## src/rtl/riscv_pkg.sv

```systemverilog
// Shared RV32I core definitions: ALU control encodings, ID/EX select codes,
// default datapath width and the ALU control derivation used in decode.
package riscv_pkg;

    localparam int unsigned XLEN_DEFAULT      = 32;
    localparam int unsigned REGADDR_W_DEFAULT = 5;

    // ALU control encodings as consumed by the alu block
    localparam logic [3:0] ALU_ADD  = 4'b0000;
    localparam logic [3:0] ALU_SUB  = 4'b1000;
    localparam logic [3:0] ALU_SLL  = 4'b0001;
    localparam logic [3:0] ALU_SLT  = 4'b0010;
    localparam logic [3:0] ALU_SLTU = 4'b0011;
    localparam logic [3:0] ALU_XOR  = 4'b0100;
    localparam logic [3:0] ALU_SRL  = 4'b0101;
    localparam logic [3:0] ALU_SRA  = 4'b1101;
    localparam logic [3:0] ALU_OR   = 4'b0110;
    localparam logic [3:0] ALU_AND  = 4'b0111;

    // Instruction class driving the ALU control derivation
    localparam logic [1:0] OPK_R     = 2'b00;
    localparam logic [1:0] OPK_I     = 2'b01;
    localparam logic [1:0] OPK_OTHER = 2'b10;

    // Operand A select
    localparam logic [1:0] SRCA_RS1  = 2'b00;
    localparam logic [1:0] SRCA_PC   = 2'b01;
    localparam logic [1:0] SRCA_ZERO = 2'b10;

    // Operand B select
    localparam logic [1:0] SRCB_RS2  = 2'b00;
    localparam logic [1:0] SRCB_IMM  = 2'b01;
    localparam logic [1:0] SRCB_FOUR = 2'b10;

    // funct3 of the shift-right group, the only I-type whose bit 30 matters
    localparam logic [2:0] F3_SHIFT_RIGHT = 3'b101;

    // Derive the 4-bit ALU control code from the decoded instruction fields.
    // For I-type, bit 30 belongs to the immediate except for SRLI/SRAI.
    function automatic logic [3:0] alu_ctrl(
        input logic [1:0] op_kind,
        input logic [2:0] funct3,
        input logic       funct7b5
    );
        logic [3:0] ctrl;
        ctrl = ALU_ADD;
        case (op_kind)
            OPK_R:   ctrl = {funct7b5, funct3};
            OPK_I:   ctrl = (funct3 == F3_SHIFT_RIGHT) ? {funct7b5, funct3}
                                                       : {1'b0, funct3};
            default: ctrl = ALU_ADD;
        endcase
        return ctrl;
    endfunction

endpackage

```

## src/rtl/idex_stage_fwd_mux.sv

```systemverilog
// Operand forwarding for one source register: picks the EX/MEM result, then
// the MEM/WB result, then the registered value. x0 is never forwarded.
module fwd_mux #(
    parameter int unsigned XLEN      = 32,
    parameter int unsigned REGADDR_W = 5
) (
    input  logic [REGADDR_W-1:0] rs_addr_i,
    input  logic [XLEN-1:0]      reg_data_i,
    input  logic                 exmem_regwrite_i,
    input  logic [REGADDR_W-1:0] exmem_rd_addr_i,
    input  logic [XLEN-1:0]      exmem_result_i,
    input  logic                 memwb_regwrite_i,
    input  logic [REGADDR_W-1:0] memwb_rd_addr_i,
    input  logic [XLEN-1:0]      memwb_result_i,
    output logic [XLEN-1:0]      data_o
);

    logic rs_nonzero;
    logic exmem_hit;
    logic memwb_hit;

    assign rs_nonzero = (rs_addr_i != '0);
    assign exmem_hit  = exmem_regwrite_i && rs_nonzero && (exmem_rd_addr_i == rs_addr_i);
    assign memwb_hit  = memwb_regwrite_i && rs_nonzero && (memwb_rd_addr_i == rs_addr_i);

    // Priority select: the younger producer (EX/MEM) wins over MEM/WB
    always_comb begin
        data_o = reg_data_i;
        if (exmem_hit) begin
            data_o = exmem_result_i;
        end else if (memwb_hit) begin
            data_o = memwb_result_i;
        end
    end

endmodule

```

## src/rtl/idex_stage.sv

```systemverilog
// ID/EX pipeline register of the RV32I core. Registers decoded fields and the
// ALU control code, then forwards and muxes the operands presented to the ALU.
module idex_stage
    import riscv_pkg::*;
#(
    parameter int unsigned XLEN      = XLEN_DEFAULT,
    parameter int unsigned REGADDR_W = REGADDR_W_DEFAULT
) (
    input  logic                 clk,
    input  logic                 rst,
    input  logic                 stall_i,
    input  logic                 flush_i,
    input  logic                 id_valid_i,
    input  logic [XLEN-1:0]      id_pc_i,
    input  logic [XLEN-1:0]      id_imm_i,
    input  logic [XLEN-1:0]      id_rs1_data_i,
    input  logic [XLEN-1:0]      id_rs2_data_i,
    input  logic [REGADDR_W-1:0] id_rs1_addr_i,
    input  logic [REGADDR_W-1:0] id_rs2_addr_i,
    input  logic [REGADDR_W-1:0] id_rd_addr_i,
    input  logic                 id_regwrite_i,
    input  logic [2:0]           id_funct3_i,
    input  logic                 id_funct7b5_i,
    input  logic [1:0]           id_op_kind_i,
    input  logic [1:0]           id_src_a_i,
    input  logic [1:0]           id_src_b_i,
    input  logic                 exmem_regwrite_i,
    input  logic [REGADDR_W-1:0] exmem_rd_addr_i,
    input  logic [XLEN-1:0]      exmem_result_i,
    input  logic                 memwb_regwrite_i,
    input  logic [REGADDR_W-1:0] memwb_rd_addr_i,
    input  logic [XLEN-1:0]      memwb_result_i,
    output logic                 ex_valid_o,
    output logic [XLEN-1:0]      alu_a_o,
    output logic [XLEN-1:0]      alu_b_o,
    output logic [3:0]           aluctrl_o,
    output logic [XLEN-1:0]      ex_store_data_o,
    output logic [REGADDR_W-1:0] ex_rd_addr_o,
    output logic                 ex_regwrite_o
);

    logic                 valid_q,    valid_d;
    logic [XLEN-1:0]      pc_q,       pc_d;
    logic [XLEN-1:0]      imm_q,      imm_d;
    logic [XLEN-1:0]      rs1_data_q, rs1_data_d;
    logic [XLEN-1:0]      rs2_data_q, rs2_data_d;
    logic [REGADDR_W-1:0] rs1_addr_q, rs1_addr_d;
    logic [REGADDR_W-1:0] rs2_addr_q, rs2_addr_d;
    logic [REGADDR_W-1:0] rd_addr_q,  rd_addr_d;
    logic                 regwrite_q, regwrite_d;
    logic [3:0]           aluctrl_q,  aluctrl_d;
    logic [1:0]           src_a_q,    src_a_d;
    logic [1:0]           src_b_q,    src_b_d;

    logic [XLEN-1:0]      rs1_fwd;
    logic [XLEN-1:0]      rs2_fwd;

    fwd_mux #(
        .XLEN      (XLEN),
        .REGADDR_W (REGADDR_W)
    ) u_fwd_rs1 (
        .rs_addr_i        (rs1_addr_q),
        .reg_data_i       (rs1_data_q),
        .exmem_regwrite_i (exmem_regwrite_i),
        .exmem_rd_addr_i  (exmem_rd_addr_i),
        .exmem_result_i   (exmem_result_i),
        .memwb_regwrite_i (memwb_regwrite_i),
        .memwb_rd_addr_i  (memwb_rd_addr_i),
        .memwb_result_i   (memwb_result_i),
        .data_o           (rs1_fwd)
    );

    fwd_mux #(
        .XLEN      (XLEN),
        .REGADDR_W (REGADDR_W)
    ) u_fwd_rs2 (
        .rs_addr_i        (rs2_addr_q),
        .reg_data_i       (rs2_data_q),
        .exmem_regwrite_i (exmem_regwrite_i),
        .exmem_rd_addr_i  (exmem_rd_addr_i),
        .exmem_result_i   (exmem_result_i),
        .memwb_regwrite_i (memwb_regwrite_i),
        .memwb_rd_addr_i  (memwb_rd_addr_i),
        .memwb_result_i   (memwb_result_i),
        .data_o           (rs2_fwd)
    );

    // Next-state selection: flush beats stall, stall holds fields but captures
    // forwarded operand data so a producer retiring mid-stall is not lost
    always_comb begin
        valid_d    = valid_q;
        pc_d       = pc_q;
        imm_d      = imm_q;
        rs1_data_d = rs1_data_q;
        rs2_data_d = rs2_data_q;
        rs1_addr_d = rs1_addr_q;
        rs2_addr_d = rs2_addr_q;
        rd_addr_d  = rd_addr_q;
        regwrite_d = regwrite_q;
        aluctrl_d  = aluctrl_q;
        src_a_d    = src_a_q;
        src_b_d    = src_b_q;
        if (flush_i || (!stall_i && !id_valid_i)) begin
            valid_d    = 1'b0;
            pc_d       = '0;
            imm_d      = '0;
            rs1_data_d = '0;
            rs2_data_d = '0;
            rs1_addr_d = '0;
            rs2_addr_d = '0;
            rd_addr_d  = '0;
            regwrite_d = 1'b0;
            aluctrl_d  = ALU_ADD;
            src_a_d    = SRCA_RS1;
            src_b_d    = SRCB_RS2;
        end else if (stall_i) begin
            rs1_data_d = rs1_fwd;
            rs2_data_d = rs2_fwd;
        end else begin
            valid_d    = 1'b1;
            pc_d       = id_pc_i;
            imm_d      = id_imm_i;
            rs1_data_d = id_rs1_data_i;
            rs2_data_d = id_rs2_data_i;
            rs1_addr_d = id_rs1_addr_i;
            rs2_addr_d = id_rs2_addr_i;
            rd_addr_d  = id_rd_addr_i;
            regwrite_d = id_regwrite_i;
            aluctrl_d  = alu_ctrl(id_op_kind_i, id_funct3_i, id_funct7b5_i);
            src_a_d    = id_src_a_i;
            src_b_d    = id_src_b_i;
        end
    end

    // Stage register with synchronous reset
    always_ff @(posedge clk) begin
        if (rst) begin
            valid_q    <= 1'b0;
            pc_q       <= '0;
            imm_q      <= '0;
            rs1_data_q <= '0;
            rs2_data_q <= '0;
            rs1_addr_q <= '0;
            rs2_addr_q <= '0;
            rd_addr_q  <= '0;
            regwrite_q <= 1'b0;
            aluctrl_q  <= ALU_ADD;
            src_a_q    <= SRCA_RS1;
            src_b_q    <= SRCB_RS2;
        end else begin
            valid_q    <= valid_d;
            pc_q       <= pc_d;
            imm_q      <= imm_d;
            rs1_data_q <= rs1_data_d;
            rs2_data_q <= rs2_data_d;
            rs1_addr_q <= rs1_addr_d;
            rs2_addr_q <= rs2_addr_d;
            rd_addr_q  <= rd_addr_d;
            regwrite_q <= regwrite_d;
            aluctrl_q  <= aluctrl_d;
            src_a_q    <= src_a_d;
            src_b_q    <= src_b_d;
        end
    end

    // Operand muxes after forwarding; select code 11 falls back to the register
    always_comb begin
        case (src_a_q)
            SRCA_PC:   alu_a_o = pc_q;
            SRCA_ZERO: alu_a_o = '0;
            default:   alu_a_o = rs1_fwd;
        endcase
        case (src_b_q)
            SRCB_IMM:  alu_b_o = imm_q;
            SRCB_FOUR: alu_b_o = XLEN'(4);
            default:   alu_b_o = rs2_fwd;
        endcase
    end

    assign aluctrl_o       = aluctrl_q;
    assign ex_valid_o      = valid_q;
    assign ex_store_data_o = rs2_fwd;
    assign ex_rd_addr_o    = rd_addr_q;
    assign ex_regwrite_o   = regwrite_q && valid_q;

endmodule

```

## config.mk

```make
export PLATFORM = sky130hd
export DESIGN_NAME = idex_stage
export DESIGN_NICKNAME = d
export VERILOG_FILES = /design/src/rtl/riscv_pkg.sv /design/src/rtl/idex_stage_fwd_mux.sv /design/src/rtl/idex_stage.sv
export SDC_FILE = /design/constraint.sdc
export NUM_CORES = 1
export LEC_CHECK = 0
export CORE_MARGIN = 3
export CORE_UTILIZATION = 47
export DETAILED_ROUTE_END_ITERATION = 7
export GPL_ROUTABILITY_DRIVEN = 0
export PLACE_DENSITY = 0.84
export SETUP_SLACK_MARGIN = 0.1
export SYNTH_ARGS = -nofsm -noshare
export SYNTH_HDL_FRONTEND = slang
export SYNTH_SLANG_ARGS = --single-unit
```

## constraint.sdc

```tcl
create_clock -name clk -period 3.55 [get_ports clk]
set_input_delay 0.5325 -clock clk [delete_from_list [all_inputs] [get_ports clk]]
set_output_delay 0.5325 -clock clk [all_outputs]
set_load 0.02 [all_outputs]
```

==> results.yml <==
outcome:
  status: "completed"
layout:
  final_cells: 1724
  multi_input_area_um2: 5780
  mostFrequentLayoutCell: "clkdlybuf4s50_1"
  final_area_um2: 13800
  syn_to_final_growth_pct: 50.4
  final_util_pct: 72.9
  nets: 1687
  drive_above_1_share_pct: 11.0
  fill_cells: 1482
  register_area_um2: 3060
  final_cell_mix: "246 x clkdlybuf4s50_1, 153 x dfxtp_1, 152 x nor2_1"
synthesis:
  synthMuxAreaShare_pct: 9.26
  synth_top_family_by_area: "compound AO/OA/AOI/OAI gates"
  synth_cell_types: 37
  synth_top_area_share_pct: 33.3
  synth_cells: 1150
  ys_warn_count: 0
  synthAdderAreaFrac_pct: 0.408
  synth_edf_count: 0
  syn_area_um2: 9190
  avgSynthCellArea_um2: 7.99
  synth_compound_area_share_pct: 33.8
  syn_nets: 1388
  synth_area_leader_cell: "dfxtp_1"
  seq_area_frac_synth_pct: 33.3
  synth-async-reset-ratio_pct: 0
  synth-seq-cells: 153
  synth-simple-area-share_pct: 15.5
  synth-main-ff-cell: "dfxtp_1"
  synth_xor_xnor_area_share_pct: 1.91
  synthTopCellsByArea: "dfxtp_1 33%, mux2i_1 9.3%, nor2_1 6.2%"
clocking:
  cts_setup_buffers: 0
  cts_tree: "built"
  tritoncts.num_buffers: 17
  max-clock-path-buffers: 2
  cts_root_buf: "clkbuf_16"
  clock_latency_ps: 430
  holdBufCountCts: 0
  cts_max_level: 4
  path_clk_slew_ps: 70
  clock_sinks: 153
sta:
  min_period_ps: 3450
  finalHoldViolCount: 0
  finalMaxSlewViolations: 0
  fin_crit_sh_pct: 97.3
  max_freq_ghz: 0.289
  slew_headroom_pct: 46.2
  worst_pin_slew_ps: 807
  rsz0062_at_grt: "true"
  finalSetupViolCount: 0
  finClkSkew_ps: 12.3
setup_path:
  arrival_ps: 2920
  critPathLaunchType: "input port"
  critPathMaxFanout: 17
  cp-end-kind: "output port"
  critPathKind: "input port to output port"
  critical_path_required_ps: 3020
power:
  irDropWorstVdd_mv: 0.297
  cellLeakagePower_uw: 0.00558
  p_per_area_nw_per_um2: 327
grt:
  grtUsageTotal_pct: 34.7
  grt_pass1_vias: 10300
  grt_max_degree: 85
  grt_pass1_wl_um: 58800
  antenna_found_initial: 4
  grt-ovfl-total: 0
placement:
  portBuffers: 341
  placed_area_um2: 13100
  dp.cells: 1690
  dpl.hpwl_um: 28200
die:
  die-height_um: 146
  start_util_pct: 48.5
  num_rows: 50
  dieWidth_um: 146
  coreArea_um2: 19000
  io_pins: 342
  die_area_um2: 21300
drt:
  drc: 0
  drtPass1Iterations: 5
  routed_via_density: 6.26
  postRouteAntennaNets: 0
  drt-total-wl_um: 39100
  wire_per_inst_um: 22.7
  drt_iter0_markers: 1190
  vias: 10800
min_path:
  min_path_type: "flip-flop to flip-flop"
flow_run:
  maxCapViolCount: 0
==> per-stage QoR <==
stage | TNS (ps) | setup slack, ps | hold WS [ps] | power (uW)
2_1_floorplan | 0 | 956 | 455 | 2200
3_3_place_gp | -161 | -49.0 | 448 | 2720
3_5_place_dp | -625 | -117 | 458 | 2730
4_1_cts | 0 | 75.1 | 469 | 4510
5_1_grt | 0 | 2.08 | 501 | 4650
6_report | 0 | 95.5 | 469 | 4520
==> synthesized netlist by cell type, drive strengths merged (28+ instances only) <==
library cell    n
nand2          64
a41oi          64
a21boi         63
buf            28
clkbuf         95
nor2          153
nor3b          67
mux2i          85
a211oi         65
dfxtp         153
a21oi          69
o21ai         129
o22ai          63
==> metal layers <==
layer  part of all wire, %  global-route usage, %  vias up  wire [um]
met3                    12                   11.3       97       4670
met5                 0.069                      0        -         27
li1                      -                      -     4854          -
met1                    40                   46.3     5142      15700
met2                    45                   53.0      697      17500
met4                   3.2                   12.3        4       1240
==> repair_timing <==
item / 4_1_cts / 5_1_grt
setup endpoints to repair: 95 / 38
gates resized for setup: 99 / 35
hold endpoints to repair: 0 / 0
pin swaps: 0 / 4
==> power by group <==
| group | switching (uW) | internal, uW |
|---|---|---|
| Clock | 811 | 1000 |
| Sequential | 24.1 | 1760 |
| Combinational | 468 | 449 |
| Total | 1300 | 3210 |
==> flip-flops by register name, indices dropped and copies added (netlist names) <==
signal        count
imm_q            32
ex_valid_o        1
src_b_q           2
regwrite_q        1
ex_rd_addr_o      5
src_a_q           2
rs2_addr_q        5
rs2_data_q       32
rs1_addr_q        5
aluctrl_o         4
pc_q             32
rs1_data_q       32
==> logic make-up (layout without fill, tap and decap cells) <==
group                    count (synthesis)  in the layout
AND/OR/NAND/NOR                        299            299
XOR/XNOR                                20             20
AO/OA/AOI/OAI                          459            459
multiplexers                            85             85
other                                    0              2
buffers and inverters                  131            443
adder cells (fa/ha/maj)                  3              3
flip-flops                             153            153
==> final timing paths <==
check,from,end,slack [ps],depth (start not counted)
worst min register to register,ex_valid_o,ex_valid_o,470,2
worst max-delay path,memwb_rd_addr_i[0],ex_store_data_o[3],100,9
worst min-delay path,ex_valid_o,ex_valid_o,470,2
worst max register to register,rs1_addr_q[0],rs1_data_q[12],1260,7
==> area by class of cell <==
cell class / instances / share of cell area [%]
Antenna cell: 2 / 0.0362
Clock buffer: 18 / 3.18
Clock inverter: 14 / 1.00
Inverter: 8 / 0.217
Multi-Input combinational cell: 866 / 41.8
Sequential cell: 153 / 22.2
Tap cell: 260 / 2.35
Timing Repair Buffer: 403 / 29.3
==> critical path, cell delays in order <==
cell,delay [ps]
clkdlybuf4s50_1,450
xor2_1,190
nor4_4,360
buf_6,210
buf_12,160
a21boi_0,110
a211oi_1,270
nor2_1,80
clkdlybuf4s50_1,550
(Power assumes the default switching activity.)
